<file path="src/rtl/keyboard_ascii_fifo_pkg.sv">
// Shared scan-code / ASCII constants and the pipeline bundle for the
// keyboard-to-ASCII consumer stage.
package keyboard_ascii_fifo_pkg;

  localparam logic [7:0] SC_LSHIFT = 8'h12;
  localparam logic [7:0] SC_RSHIFT = 8'h59;
  localparam logic [7:0] SC_CAPS   = 8'h58;
  localparam logic [7:0] SC_BREAK  = 8'hF0;
  localparam logic [7:0] SC_EXT    = 8'hE0;

  localparam logic [7:0] SC_SPACE  = 8'h29;
  localparam logic [7:0] SC_ENTER  = 8'h5A;
  localparam logic [7:0] SC_BKSP   = 8'h66;
  localparam logic [7:0] SC_TAB    = 8'h0D;
  localparam logic [7:0] SC_ESC    = 8'h76;

  localparam logic [7:0] ASC_NUL   = 8'h00;
  localparam logic [7:0] ASC_SPACE = 8'h20;
  localparam logic [7:0] ASC_CR    = 8'h0D;
  localparam logic [7:0] ASC_BS    = 8'h08;
  localparam logic [7:0] ASC_TAB   = 8'h09;
  localparam logic [7:0] ASC_ESC   = 8'h1B;

  typedef struct packed {
    logic       push;
    logic [7:0] ch;
  } kb_pipe_t;

  function automatic logic is_modifier(input logic [7:0] c);
    return (c == SC_LSHIFT) || (c == SC_RSHIFT) || (c == SC_CAPS);
  endfunction

endpackage

</file>
<file path="src/rtl/keyboard_ascii_fifo_rom.sv">
// Scan set 2 (US layout) make code to ASCII; 8'h00 means unmapped.
module ps2_ascii_rom
  import keyboard_ascii_fifo_pkg::*;
(
  input  logic [7:0] i_code,
  input  logic       i_shift,
  input  logic       i_caps,
  output logic [7:0] o_ascii
);

  logic [7:0] w_lo;
  logic [7:0] w_hi;
  logic       w_alpha;

  always_comb begin
    w_lo    = ASC_NUL;
    w_hi    = ASC_NUL;
    w_alpha = 1'b0;
    case (i_code)
      8'h1C: {w_alpha, w_lo} = {1'b1, "a"};
      8'h32: {w_alpha, w_lo} = {1'b1, "b"};
      8'h21: {w_alpha, w_lo} = {1'b1, "c"};
      8'h23: {w_alpha, w_lo} = {1'b1, "d"};
      8'h24: {w_alpha, w_lo} = {1'b1, "e"};
      8'h2B: {w_alpha, w_lo} = {1'b1, "f"};
      8'h34: {w_alpha, w_lo} = {1'b1, "g"};
      8'h33: {w_alpha, w_lo} = {1'b1, "h"};
      8'h43: {w_alpha, w_lo} = {1'b1, "i"};
      8'h3B: {w_alpha, w_lo} = {1'b1, "j"};
      8'h42: {w_alpha, w_lo} = {1'b1, "k"};
      8'h4B: {w_alpha, w_lo} = {1'b1, "l"};
      8'h3A: {w_alpha, w_lo} = {1'b1, "m"};
      8'h31: {w_alpha, w_lo} = {1'b1, "n"};
      8'h44: {w_alpha, w_lo} = {1'b1, "o"};
      8'h4D: {w_alpha, w_lo} = {1'b1, "p"};
      8'h15: {w_alpha, w_lo} = {1'b1, "q"};
      8'h2D: {w_alpha, w_lo} = {1'b1, "r"};
      8'h1B: {w_alpha, w_lo} = {1'b1, "s"};
      8'h2C: {w_alpha, w_lo} = {1'b1, "t"};
      8'h3C: {w_alpha, w_lo} = {1'b1, "u"};
      8'h2A: {w_alpha, w_lo} = {1'b1, "v"};
      8'h1D: {w_alpha, w_lo} = {1'b1, "w"};
      8'h22: {w_alpha, w_lo} = {1'b1, "x"};
      8'h35: {w_alpha, w_lo} = {1'b1, "y"};
      8'h1A: {w_alpha, w_lo} = {1'b1, "z"};
      8'h16: {w_lo, w_hi} = {"1", "!"};
      8'h1E: {w_lo, w_hi} = {"2", "@"};
      8'h26: {w_lo, w_hi} = {"3", "#"};
      8'h25: {w_lo, w_hi} = {"4", "$"};
      8'h2E: {w_lo, w_hi} = {"5", "%"};
      8'h36: {w_lo, w_hi} = {"6", "^"};
      8'h3D: {w_lo, w_hi} = {"7", "&"};
      8'h3E: {w_lo, w_hi} = {"8", "*"};
      8'h46: {w_lo, w_hi} = {"9", "("};
      8'h45: {w_lo, w_hi} = {"0", ")"};
      8'h4E: {w_lo, w_hi} = {"-", "_"};
      8'h55: {w_lo, w_hi} = {"=", "+"};
      8'h41: {w_lo, w_hi} = {",", "<"};
      8'h49: {w_lo, w_hi} = {".", ">"};
      8'h4A: {w_lo, w_hi} = {"/", "?"};
      8'h4C: {w_lo, w_hi} = {";", ":"};
      8'h52: {w_lo, w_hi} = {8'h27, 8'h22};
      SC_SPACE: {w_lo, w_hi} = {ASC_SPACE, ASC_SPACE};
      SC_ENTER: {w_lo, w_hi} = {ASC_CR, ASC_CR};
      SC_BKSP:  {w_lo, w_hi} = {ASC_BS, ASC_BS};
      SC_TAB:   {w_lo, w_hi} = {ASC_TAB, ASC_TAB};
      SC_ESC:   {w_lo, w_hi} = {ASC_ESC, ASC_ESC};
      default: ;
    endcase
    // letters: caps inverts the shift sense; other glyphs follow shift only
    if (w_alpha) begin
      w_hi = w_lo ^ 8'h20;
      o_ascii = (i_shift ^ i_caps) ? w_hi : w_lo;
    end else begin
      o_ascii = i_shift ? w_hi : w_lo;
    end
  end

endmodule

</file>
<file path="src/rtl/keyboard_ascii_fifo.sv">
// Key event detect, shift/caps tracking, one-stage translate pipeline
// and a first-word-fall-through character FIFO for the CPU port.
module keyboard_ascii_fifo
  import keyboard_ascii_fifo_pkg::*;
#(
  parameter int DEPTH_LOG2 = 4
) (
  input  logic       clk,
  input  logic       rst,
  input  logic [7:0] keycode,
  input  logic       is_break,
  input  logic       pop,
  output logic [7:0] ascii,
  output logic       valid,
  output logic       full,
  output logic       overflow,
  output logic       shift_on,
  output logic       caps_on
);

  localparam int DEPTH = 1 << DEPTH_LOG2;
  localparam logic [DEPTH_LOG2:0] LP_FULL = {1'b1, {DEPTH_LOG2{1'b0}}};

  logic [8:0]            w_ev;
  logic [8:0]            r_prev;
  logic                  w_event;
  logic                  w_mod;
  logic [7:0]            w_rom_ch;
  logic                  r_shl;
  logic                  r_shr;
  logic                  r_caps;
  kb_pipe_t              r_pipe;

  logic [7:0]            r_mem [DEPTH];
  logic [DEPTH_LOG2-1:0] r_wp;
  logic [DEPTH_LOG2-1:0] r_rp;
  logic [DEPTH_LOG2:0]   r_cnt;
  logic                  r_ovf;
  logic                  w_full;
  logic                  w_empty;
  logic                  w_rd;
  logic                  w_wr;

  assign w_ev    = {is_break, keycode};
  assign w_event = (w_ev != r_prev) && (keycode != 8'h00);
  assign w_mod   = is_modifier(keycode);

  assign shift_on = r_shl | r_shr;
  assign caps_on  = r_caps;

  ps2_ascii_rom u_rom (
    .i_code  (keycode),
    .i_shift (shift_on),
    .i_caps  (r_caps),
    .o_ascii (w_rom_ch)
  );

  // reset captures the held driver output so it is not a fresh event
  always_ff @(posedge clk) begin
    if (rst) begin
      r_prev <= w_ev;
      r_shl  <= 1'b0;
      r_shr  <= 1'b0;
      r_caps <= 1'b0;
      r_pipe <= '0;
    end else begin
      r_prev      <= w_ev;
      r_pipe.ch   <= w_rom_ch;
      r_pipe.push <= w_event && !is_break && !w_mod
                     && (w_rom_ch != ASC_NUL);
      if (w_event) begin
        unique case (1'b1)
          (keycode == SC_LSHIFT): r_shl <= !is_break;
          (keycode == SC_RSHIFT): r_shr <= !is_break;
          (keycode == SC_CAPS):   if (!is_break) r_caps <= !r_caps;
          default: ;
        endcase
      end
    end
  end

  assign w_full  = (r_cnt == LP_FULL);
  assign w_empty = (r_cnt == '0);
  assign w_rd    = pop && !w_empty;
  assign w_wr    = r_pipe.push && (!w_full || w_rd);

  always_ff @(posedge clk) begin
    if (rst) begin
      r_wp  <= '0;
      r_rp  <= '0;
      r_cnt <= '0;
      r_ovf <= 1'b0;
    end else begin
      if (w_wr) r_wp <= r_wp + 1'b1;
      if (w_rd) r_rp <= r_rp + 1'b1;
      if (r_pipe.push && !w_wr) r_ovf <= 1'b1;
      case ({w_wr, w_rd})
        2'b10:   r_cnt <= r_cnt + 1'b1;
        2'b01:   r_cnt <= r_cnt - 1'b1;
        default: ;
      endcase
    end
  end

  always_ff @(posedge clk) begin
    if (w_wr) r_mem[r_wp] <= r_pipe.ch;
  end

  assign ascii    = w_empty ? 8'h00 : r_mem[r_rp];
  assign valid    = !w_empty;
  assign full     = w_full;
  assign overflow = r_ovf;

endmodule

</file>
<file path="config.mk">
export PLATFORM = sky130hd
export DESIGN_NAME = keyboard_ascii_fifo
export DESIGN_NICKNAME = d
export VERILOG_FILES = /design/src/rtl/keyboard_ascii_fifo_pkg.sv /design/src/rtl/keyboard_ascii_fifo_rom.sv /design/src/rtl/keyboard_ascii_fifo.sv
export SDC_FILE = /design/constraint.sdc
export NUM_CORES = 1
export LEC_CHECK = 0
export CAP_MARGIN = 10
export CORE_UTILIZATION = 47
export DETAILED_ROUTE_END_ITERATION = 12
export HOLD_SLACK_MARGIN = 0.1
export PLACE_DENSITY = 0.75
export SYNTH_ARGS = -nofsm -noshare
export SYNTH_HDL_FRONTEND = slang
export SYNTH_SLANG_ARGS = --single-unit
export TNS_END_PERCENT = 10
</file>
<file path="constraint.sdc">
create_clock -name clk -period 2.7 [get_ports clk]
set_clock_uncertainty 0.1 [all_clocks]
set_input_delay 0.27 -clock clk [delete_from_list [all_inputs] [get_ports clk]]
set_output_delay 0.27 -clock clk [all_outputs]
set_load 0.01 [all_outputs]
</file>
# Word level (Yosys, flattened, before mapping)
# Memories as Yosys holds them, arrays and structs flattened. A register that Yosys moved wholly into a read port is not among the register bits.
# Cells that the tools add are included.
dict set report word_totals {
  ff_bits 35
  mem_bits_rw 128
  output_inout_bits 13
  n_memories 1
}
# name depth word_bits read_ports rd_ports_with_merged_regs write_ports line
set memory_table {}
lappend memory_table {r_mem 16 8 1 1 1 keyboard_ascii_fifo.sv:34} ;# logic [7:0] r_mem [DEPTH];
dict set report classes {
  addsub 4
  eq_ne 55
  n_mux 12
  n_bitwise 4
  n_reduce_logical 24
}
# cell n
set op_table {}
lappend op_table {{7-bit one-hot mux with 48 select lines} 1}
lappend op_table {{8-bit by 6-bit equality test with 1-bit output (second input constant)} 23}
lappend op_table {{7-bit one-hot mux with 22 select lines} 1}
lappend op_table {{8-bit by 7-bit equality test with 1-bit output (second input constant)} 19}
lappend op_table {{8-bit by 5-bit equality test with 1-bit output (second input constant)} 8}
lappend op_table {{26-bit OR reduction} 1}
lappend op_table {{8-bit nonzero test} 2}
lappend op_table {{7-bit two-way mux} 2}
lappend op_table {{5-bit one-hot mux with 2 select lines} 1}
lappend op_table {{9-bit != test} 1}
lappend op_table {{4-bit by 1-bit adder with 4-bit output (second input constant)} 2}
lappend op_table {{8-bit by 4-bit equality test with 1-bit output (second input constant)} 1}
lappend op_table {{4-bit two-way mux} 2}
lappend op_table {{8-bit two-way mux} 1}
lappend op_table {{1-bit logical AND} 7}
lappend op_table {{1-bit logical NOT} 6}
lappend op_table {{6-bit two-way mux} 1}
lappend op_table {{5-bit by 1-bit adder with 5-bit output (second input constant)} 1}
lappend op_table {{5-bit equality test (second input constant)} 1}
lappend op_table {{5-bit logical NOT} 1}
lappend op_table {{5-bit by 1-bit subtractor with 5-bit output (second input constant)} 1}
lappend op_table {{2-bit AND reduction} 2}
lappend op_table {{1-bit logical OR} 3}
lappend op_table {{1-bit two-way mux} 3}
lappend op_table {{other kinds (7)} 8}

# Depth between registers and ports, before layout
# Gate-level depths: netlist of the first run.
dict set report depth {
  word_depth 7
  ltp_mapped 12
}

# By module
# Synthesis of the first run repeated with hierarchy kept, for this count alone.
dict set report hier_totals {
  hier_cells 592
  hier_area_um2 7948.9
}
# mod instances cells_each area_each_um2
set by_module_without_submodules {}
lappend by_module_without_submodules {keyboard_ascii_fifo 1 375 6557.5}
lappend by_module_without_submodules {ps2_ascii_rom 1 217 1391.3}

# Worst setup path after synthesis of the first run
# OpenSTA, ideal clock, no wires.
dict set report synth_path {
  path_type {reg-to-reg}
  start {reg r_cnt[0]}
  end {reg r_cnt[4]}
  setup_ps 128
  arrival_time_ps 2350
  required_ps 2472
  path_slack_ps 123
  path_stages_with_launch 12
  cell_sequence {dfxtp_1 > or4_4 > o21ai_2 > nor2_1 > ha_1 > nor2b_1 > o21a_1 > nor2_1 > nor3b_1 > a31oi_1 > o221a_2 > nor2_1}
}
dict set report synth_via {
  elab_chain_cells 7
  word_cells_on_any_way 13
  classes_between {2 x add/sub; 3 x eq/ne; 1 x mux; 7 x reduce/logical}
}
# item line
set synth_rtl {}
lappend synth_rtl {{start, declared} keyboard_ascii_fifo.sv:37} ;# logic [DEPTH_LOG2:0] r_cnt;
lappend synth_rtl {{start signal, assigned} keyboard_ascii_fifo.sv:98} ;# 2'b10: r_cnt <= r_cnt + 1'b1;
lappend synth_rtl {{start signal, assigned} keyboard_ascii_fifo.sv:99} ;# 2'b01: r_cnt <= r_cnt - 1'b1;
lappend synth_rtl {{5-bit logical NOT} keyboard_ascii_fifo.sv:83} ;# assign w_empty = (r_cnt == '0);
lappend synth_rtl {{1-bit logical NOT} keyboard_ascii_fifo.sv:84} ;# assign w_rd = pop && !w_empty;
lappend synth_rtl {{1-bit logical AND} keyboard_ascii_fifo.sv:84}
lappend synth_rtl {{1-bit logical OR} keyboard_ascii_fifo.sv:85} ;# assign w_wr = r_pipe.push && (!w_full || w_rd);
lappend synth_rtl {{1-bit logical AND} keyboard_ascii_fifo.sv:85}
lappend synth_rtl {{2-bit by 1-bit equality test with 1-bit output / 2-bit equality test (equally long branches)} keyboard_ascii_fifo.sv:97} ;# case ({w_wr, w_rd})
lappend synth_rtl {{5-bit one-hot mux with 2 select lines / 2-bit nonzero test (equally long branches)} -}
# Parallel ways exist; a longest one is shown, timed or not.
# A chain may end at the register's enable or synchronous reset.

==> results_dict.tcl, run 1 <==
set metrics [dict create \
    clk_pin_slew_worst_paths_ns 0.06 \
    reg2reg_depth 11 \
    port_buffers 23 \
    die_area_sq_um 15900 \
    ir_drop_mv 0.468 \
    cp_cell_sequence "buf_12 -> buf_8 -> mux4_2 -> mux4_2 -> and2_1 -> buf_2" \
    fin_util_pct 61.3 \
    drtIter0Drc 590 \
    finalHoldViolCount 0 \
    swShare_pct 26.0 \
    r2r_setup_slack_ns 0.08 \
    final_common_cell "edfxtp_1" \
    cts_buffer_depth 2 \
    syn_area_sq_um 7220 \
    multi_input_area_sq_um 2850 \
    ys_seq_elements 150 \
    rsz0062_at_grt "yes" \
    cts_tree "built" \
    synth_cell_types 79 \
    finalMaxSlewViolations 0 \
    slew_headroom_pct 51.0 \
    regArea_sq_um 4130 \
    crit_fanout 7 \
    final.setup.worst_slack_ns -0.0560 \
    die_h_microns 126 \
    violations "setup timing" \
    fin_nets 692 \
    setup_viol 5 \
    num_vias 5229 \
    p_switching_mw 1.72 \
    slowest_delay_ns 0.54 \
    cp-start-kind "flip-flop" \
    yosys_warnings 0 \
    final.setup.tns_ns -0.0877 \
    route.detailed.drc 0 \
    avgSynthCellArea_sq_um 13.1 \
    n_antenna_cell 0 \
    place_congestion 0.993 \
    rows 44 \
    htreeDepth 4 \
    fp.coreArea_sq_um 14800 \
    post-dp-hpwl_mm 13.2 \
    clkLatencyLatePin_ns 0.42 \
    grt_pass1_wl_mm 29.7 \
    hold_depth 1 \
    io_pins 25 \
    syn_nets 574 \
    max_freq_mhz 363 \
    root_buffer "clkbuf_16" \
    ys.flop_type "edfxtp_1" \
    final_cell_mix "112 x edfxtp_1, 104 x buf_4, 49 x nor2_1" \
    n_fill_cell 1120 \
    final_area_sq_um 9040 \
    cp_slowest_cell "mux4_2" \
    gr-total-overflow 0 \
    crit_arrival_ns 2.39 \
    syn-instance-count 553 \
    criticalPathCategory "reg -> out" \
    synthToLayoutAreaGrowth_pct 25.2 \
    comb_power_share_pct 23.1 \
    crit_cells 6 \
    start_util_pct 48.9 \
    p_seq_share_pct 39.2 \
    min_path_type "in -> reg" \
    drv_cap 0 \
    vias_per_cell 6.02 \
    crit_top_cell "mux4_2" \
    cts_sinks 150 \
    wl_per_cell_microns 22.1 \
    routed_wl_mm 19.2 \
    ys_seq_area_share_pct 57.1 \
    p_per_area_nw_per_um2 733 \
    clkPwrFrac_pct 37.8 \
    grt_max_degree 29 \
    drtPass1Iterations 7 \
    grt_use_total_pct 25.3 \
    power_mw 6.63 \
    antenna_found_initial 0 \
    cts_hold_buf 0 \
    min_period_ns 2.76 \
    drive_gt1_share_pct 30.8 \
    grt_pass1_vias 5255 \
    cp_top_family "multiplexers" \
    status "complete, but fails checks" \
    die_w_microns 126 \
    p_int_mw 4.91 \
    synthArstFlopShare_pct 0 \
    leakagePower_nw 3.18 \
    cp_data_required_time_ns 2.33 \
    synth_edf_count 112 \
    critPathBufInv 3 \
    fin_crit_sh_pct 102 \
    worst_pin_slew_ns 0.733 \
    place_area_sq_um 8340 \
    numCtsBuffers 17 \
    end_kind "primary output" \
    antenna_left 0 \
]
-- layout make-up --
type,instances,share of cell area [%]
Multi-Input combinational cell,353,31.5
Inverter,11,0.457
Tap cell,184,2.55
Clock buffer,18,4.75
Timing Repair Buffer,138,13.0
Sequential cell,150,45.6
Clock inverter,14,2.17
-- path summary, 6_finish.rpt --
kind	start	end
max reg2reg	r_cnt[1]	r_cnt[4]
min reg2reg	r_rp[1]	r_rp[1]
max	flip-flop	ascii[2]
min	is_break	r_prev[8]
-- metrics by stage --
stage                     instances  hold WS (ns)  worst slack (ns)
final                           868         0.321           -0.0560
after global placement          832         0.370            -0.162
after detailed placement        832         0.375           -0.0747
after floorplan                 553         0.198             0.123
after global routing            868         0.321            -0.119
after CTS                       868         0.301           -0.0794
-- kinds of logic (layout without fill, tap and decap cells) --
logic type	Yosys count	after routing	synth area share [%]
AOI/OAI and AO/OA	97	97	9.53
xor gates and xnor gates	20	20	2.43
adders and majority gates	9	9	1.66
buffers and inverters	50	181	3.78
DFF	150	150	57.1
muxes	39	39	11.5
other	1	1	0.0519
and+or+nand+nor	187	187	14.0
-- state kept, by name, summed over array words and instances, names as in the netlist, named ones only --
name and flops:
r_shl 1, overflow 1, r_wp 4, r_pipe 8, r_rp 4, r_shr 1, r_prev 9, caps_on 1
r_mem 112, r_cnt 5
-- per-layer routing --
metal / up-vias / global-route usage [%] / part of all wire (%)
met2: 270 / 41.6 / 48
li1: 2356 / - / -
met1: 2560 / 33.0 / 42
met3: 43 / 5.01 / 7.2
met5: - / 0 / 0
met4: 0 / 10.1 / 2.4
-- synthesized netlist by cell type (all sizes together), types with 4 or more instances --
cell type  instances  area, sq um
a211oi             5         37.5
a21oi             24          135
a31oi              6         37.5
a32oi              4         35.0
and2               8         50.1
and3               6         37.5
buf               32          205
clkbuf             7         26.3
dfxtp             38          761
edfxtp           112         3360
ha                 8          100
inv               11         41.3
mux2i              4         40.0
mux4              35          788
nand2             37          149
nand2b            14         87.6
nand3             16         80.1
nand4              6         37.5
nor2              52          200
nor2b             12         75.1
nor3               9         50.1
nor3b              5         37.5
o21ai             16         83.8
o22ai              6         37.5
o31ai              4         30.0
xnor2             11         96.3
xor2               9         78.8
-- timing repair --
action                     4_1_cts  5_1_grt
cloned                           1        0
setup buffers                    3        0
setup endpoints to repair        7        9
resized for setup               37        7
-- power by group through the flow --
stage	Combinational (mW)	Sequential [mW]	Clock, mW
2_1_floorplan	0.893	2.60	0
3_3_place_gp	1.39	2.64	0
3_5_place_dp	1.42	2.64	0
4_1_cts	1.51	2.59	2.53
5_1_grt	1.64	2.60	2.64
6_report	1.53	2.60	2.51
No activity file was read; power rests on OpenSTA's default activity.
==> run 2: changes to the inputs <==
--- a/config.mk
+++ b/config.mk
@@ -6,10 +6,12 @@
 export NUM_CORES = 1
 export LEC_CHECK = 0
 export CAP_MARGIN = 10
-export CORE_UTILIZATION = 47
+export CELL_PAD_IN_SITES_DETAIL_PLACEMENT = 1
+export CELL_PAD_IN_SITES_GLOBAL_PLACEMENT = 1
+export CORE_UTILIZATION = 46
 export DETAILED_ROUTE_END_ITERATION = 12
 export HOLD_SLACK_MARGIN = 0.1
-export PLACE_DENSITY = 0.75
+export PLACE_DENSITY = 0.85
 export SYNTH_ARGS = -nofsm -noshare
 export SYNTH_HDL_FRONTEND = slang
 export SYNTH_SLANG_ARGS = --single-unit
==> run 2 against run 1 <==
Net effect:
- the flow still finishes with violations (setup timing)
- global-route usage increased by 4.9 points
- first-iteration DRC count decreased by 27%
- sequential share of layout area increased by 0.43 points
- total power increased by 2.2%
- critical path depth unchanged
- combinational power increased by 13%
- via count increased by 0.84%
- register-to-register slack got worse by 0.12 ns
- flip-flop and latch count unchanged
- clock power decreased by 3%
- hold slack improved by 0.083 ns
- largest power group unchanged
- highest routed layer unchanged
==> results_dict.tcl, run 2 (synthesized netlist as in run 1, its figures left out) <==
set metrics [dict create \
    criticalPathCategory "reg -> out" \
    finalHoldViolCount 0 \
    regArea_sq_um 4130 \
    fin_crit_sh_pct 103 \
    final.setup.worst_slack_ns -0.0823 \
    slew_headroom_pct 48.4 \
    cts_buffer_depth 2 \
    fin_nets 673 \
    drive_gt1_share_pct 30.4 \
    rows 45 \
    wl_per_cell_microns 26.8 \
    worst_pin_slew_ns 0.773 \
    gr-total-overflow 0 \
    finalMaxSlewViolations 0 \
    largest_reg_flops 112 \
    n_fill_cell 1494 \
    ir_drop_mv 0.574 \
    max_freq_mhz 359 \
    status "complete, but fails checks" \
    post-dp-hpwl_mm 15.1 \
    die_area_sq_um 16200 \
    routed_wl_mm 23.4 \
    setup_viol 9 \
    top_regs "r_mem x112, r_prev x9, r_pipe x8" \
    crit_fanout 8 \
    clkLatencyLatePin_ns 0.43 \
    end_kind "primary output" \
    synthToLayoutAreaGrowth_pct 24.1 \
    grt_use_total_pct 30.2 \
    multi_input_area_sq_um 2890 \
    final_cell_mix "112 x edfxtp_1, 85 x buf_4, 47 x nor2_1" \
    hold_start "overflow" \
    dp_worst_setup_slack_ns -0.382 \
    violations "setup timing" \
    regMostFlops "r_mem" \
    grt_max_degree 31 \
    rsz0062_at_grt "yes" \
    min_path_type "reg -> reg" \
    htreeDepth 4 \
    root_buffer "clkbuf_16" \
    die_w_microns 127 \
    r2r-start "r_cnt[0]" \
    numCtsBuffers 17 \
    port_buffers 23 \
    antenna_left 0 \
    leakagePower_nw 3.10 \
    n_antenna_cell 0 \
    num_vias 5273 \
    cp_data_required_time_ns 2.33 \
    p_per_area_nw_per_um2 756 \
    drtIter0Drc 433 \
    start_util_pct 47.3 \
    cts_tree "built" \
    fp.coreArea_sq_um 15300 \
    min_period_ns 2.78 \
    final.setup.tns_ns -0.490 \
    route.detailed.drc 0 \
    drtPass1Iterations 4 \
    vias_per_cell 6.02 \
    grt_pass1_wl_mm 35.1 \
    grt_pass1_vias 5725 \
    clk_pin_slew_worst_paths_ns 0.07 \
    io_pins 25 \
    antenna_found_initial 0 \
    drv_cap 0 \
    cts_hold_buf 0 \
    cp-start-kind "flip-flop" \
    cts_sinks 150 \
    final_common_cell "edfxtp_1" \
    power_mw 6.78 \
    place_congestion 1.03 \
    crit_arrival_ns 2.41 \
    die_h_microns 127 \
]
run 2: cell types whose count changed in the layout (fill, tap and decap cells not counted), sizes merged:
| cell | delta |
|---|---|
| inv | +3 |
| clkinvlp | -1 |
| bufinv | -2 |
| buf | -19 |
| clkbuf | -1 |
| clkinv | +1 |
run 2: worst paths after layout:
kind                                 end  slack, ns  depth (start not counted)
worst max-delay path            ascii[5]      -0.08                          6
worst min-delay path            overflow       0.40                          2
worst max register to register  r_cnt[4]      -0.04                         11
worst min register to register  overflow       0.40                          2
run 2: final cells by class:
type	instances	area share [%]
clock buffer	17	4.75
clock inverter	15	1.86
inverter	11	0.461
multi-input combinational	353	32.2
sequential	150	46.1
tap	211	2.95
timing repair buffer	119	11.7
run 2: routing by layer:
metal	up-vias	GRT usage, %	part of all wire, %
met1	2694	32.6	37
li1	2310	-	-
met2	189	55.3	53
met4	0	16.6	5.0
met3	80	6.37	4.5
met5	-	0	0
run 2: power breakdown:
group          switching, mW  internal (mW)  total (mW)  leakage [nW]
Clock                   1.04           1.39        2.43         0.289
Sequential            0.0974           2.52        2.62          1.28
Combinational          0.839          0.894        1.73          1.53
Total                   1.98           4.80        6.78          3.10
run 2: worst max-delay path: stages (launching register included):
cell and delay (ns):
dfxtp_4 0.40, buf_12 0.12, buf_16 0.13, mux4_2 0.52
mux4_2 0.50, and2_4 0.19, buf_6 0.11
run 2: repair_timing:
item                       in CTS  in global routing
setup endpoints to repair      10                 11
gates resized for setup        43                 14
pin swaps                       4                  7
buffers inserted                9                  2
cloned                          2                  0
run 2: metrics by stage:
| stage | cells | util (%) | hold slack, ns | cell area [sq um] |
|---|---|---|---|---|
| after floorplan | 553 | - | 0.198 | 7220 |
| after global placement | 834 | 53.9 | 0.355 | 8220 |
| after detailed placement | 834 | 53.9 | 0.361 | 8220 |
| after CTS | 877 | 58.7 | 0.406 | 8950 |
| after global routing | 876 | 58.7 | 0.414 | 8960 |
| final | 876 | 58.7 | 0.405 | 8960 |
==> run 3: changes to the inputs <==
--- a/config.mk
+++ b/config.mk
@@ -12,6 +12,7 @@
 export DETAILED_ROUTE_END_ITERATION = 12
 export HOLD_SLACK_MARGIN = 0.1
 export PLACE_DENSITY = 0.85
+export SETUP_SLACK_MARGIN = 0.02
 export SYNTH_ARGS = -nofsm -noshare
 export SYNTH_HDL_FRONTEND = slang
 export SYNTH_SLANG_ARGS = --single-unit
==> results of run 3 <==
No change in the layout: final DEF, timing and power equal those of run 2.
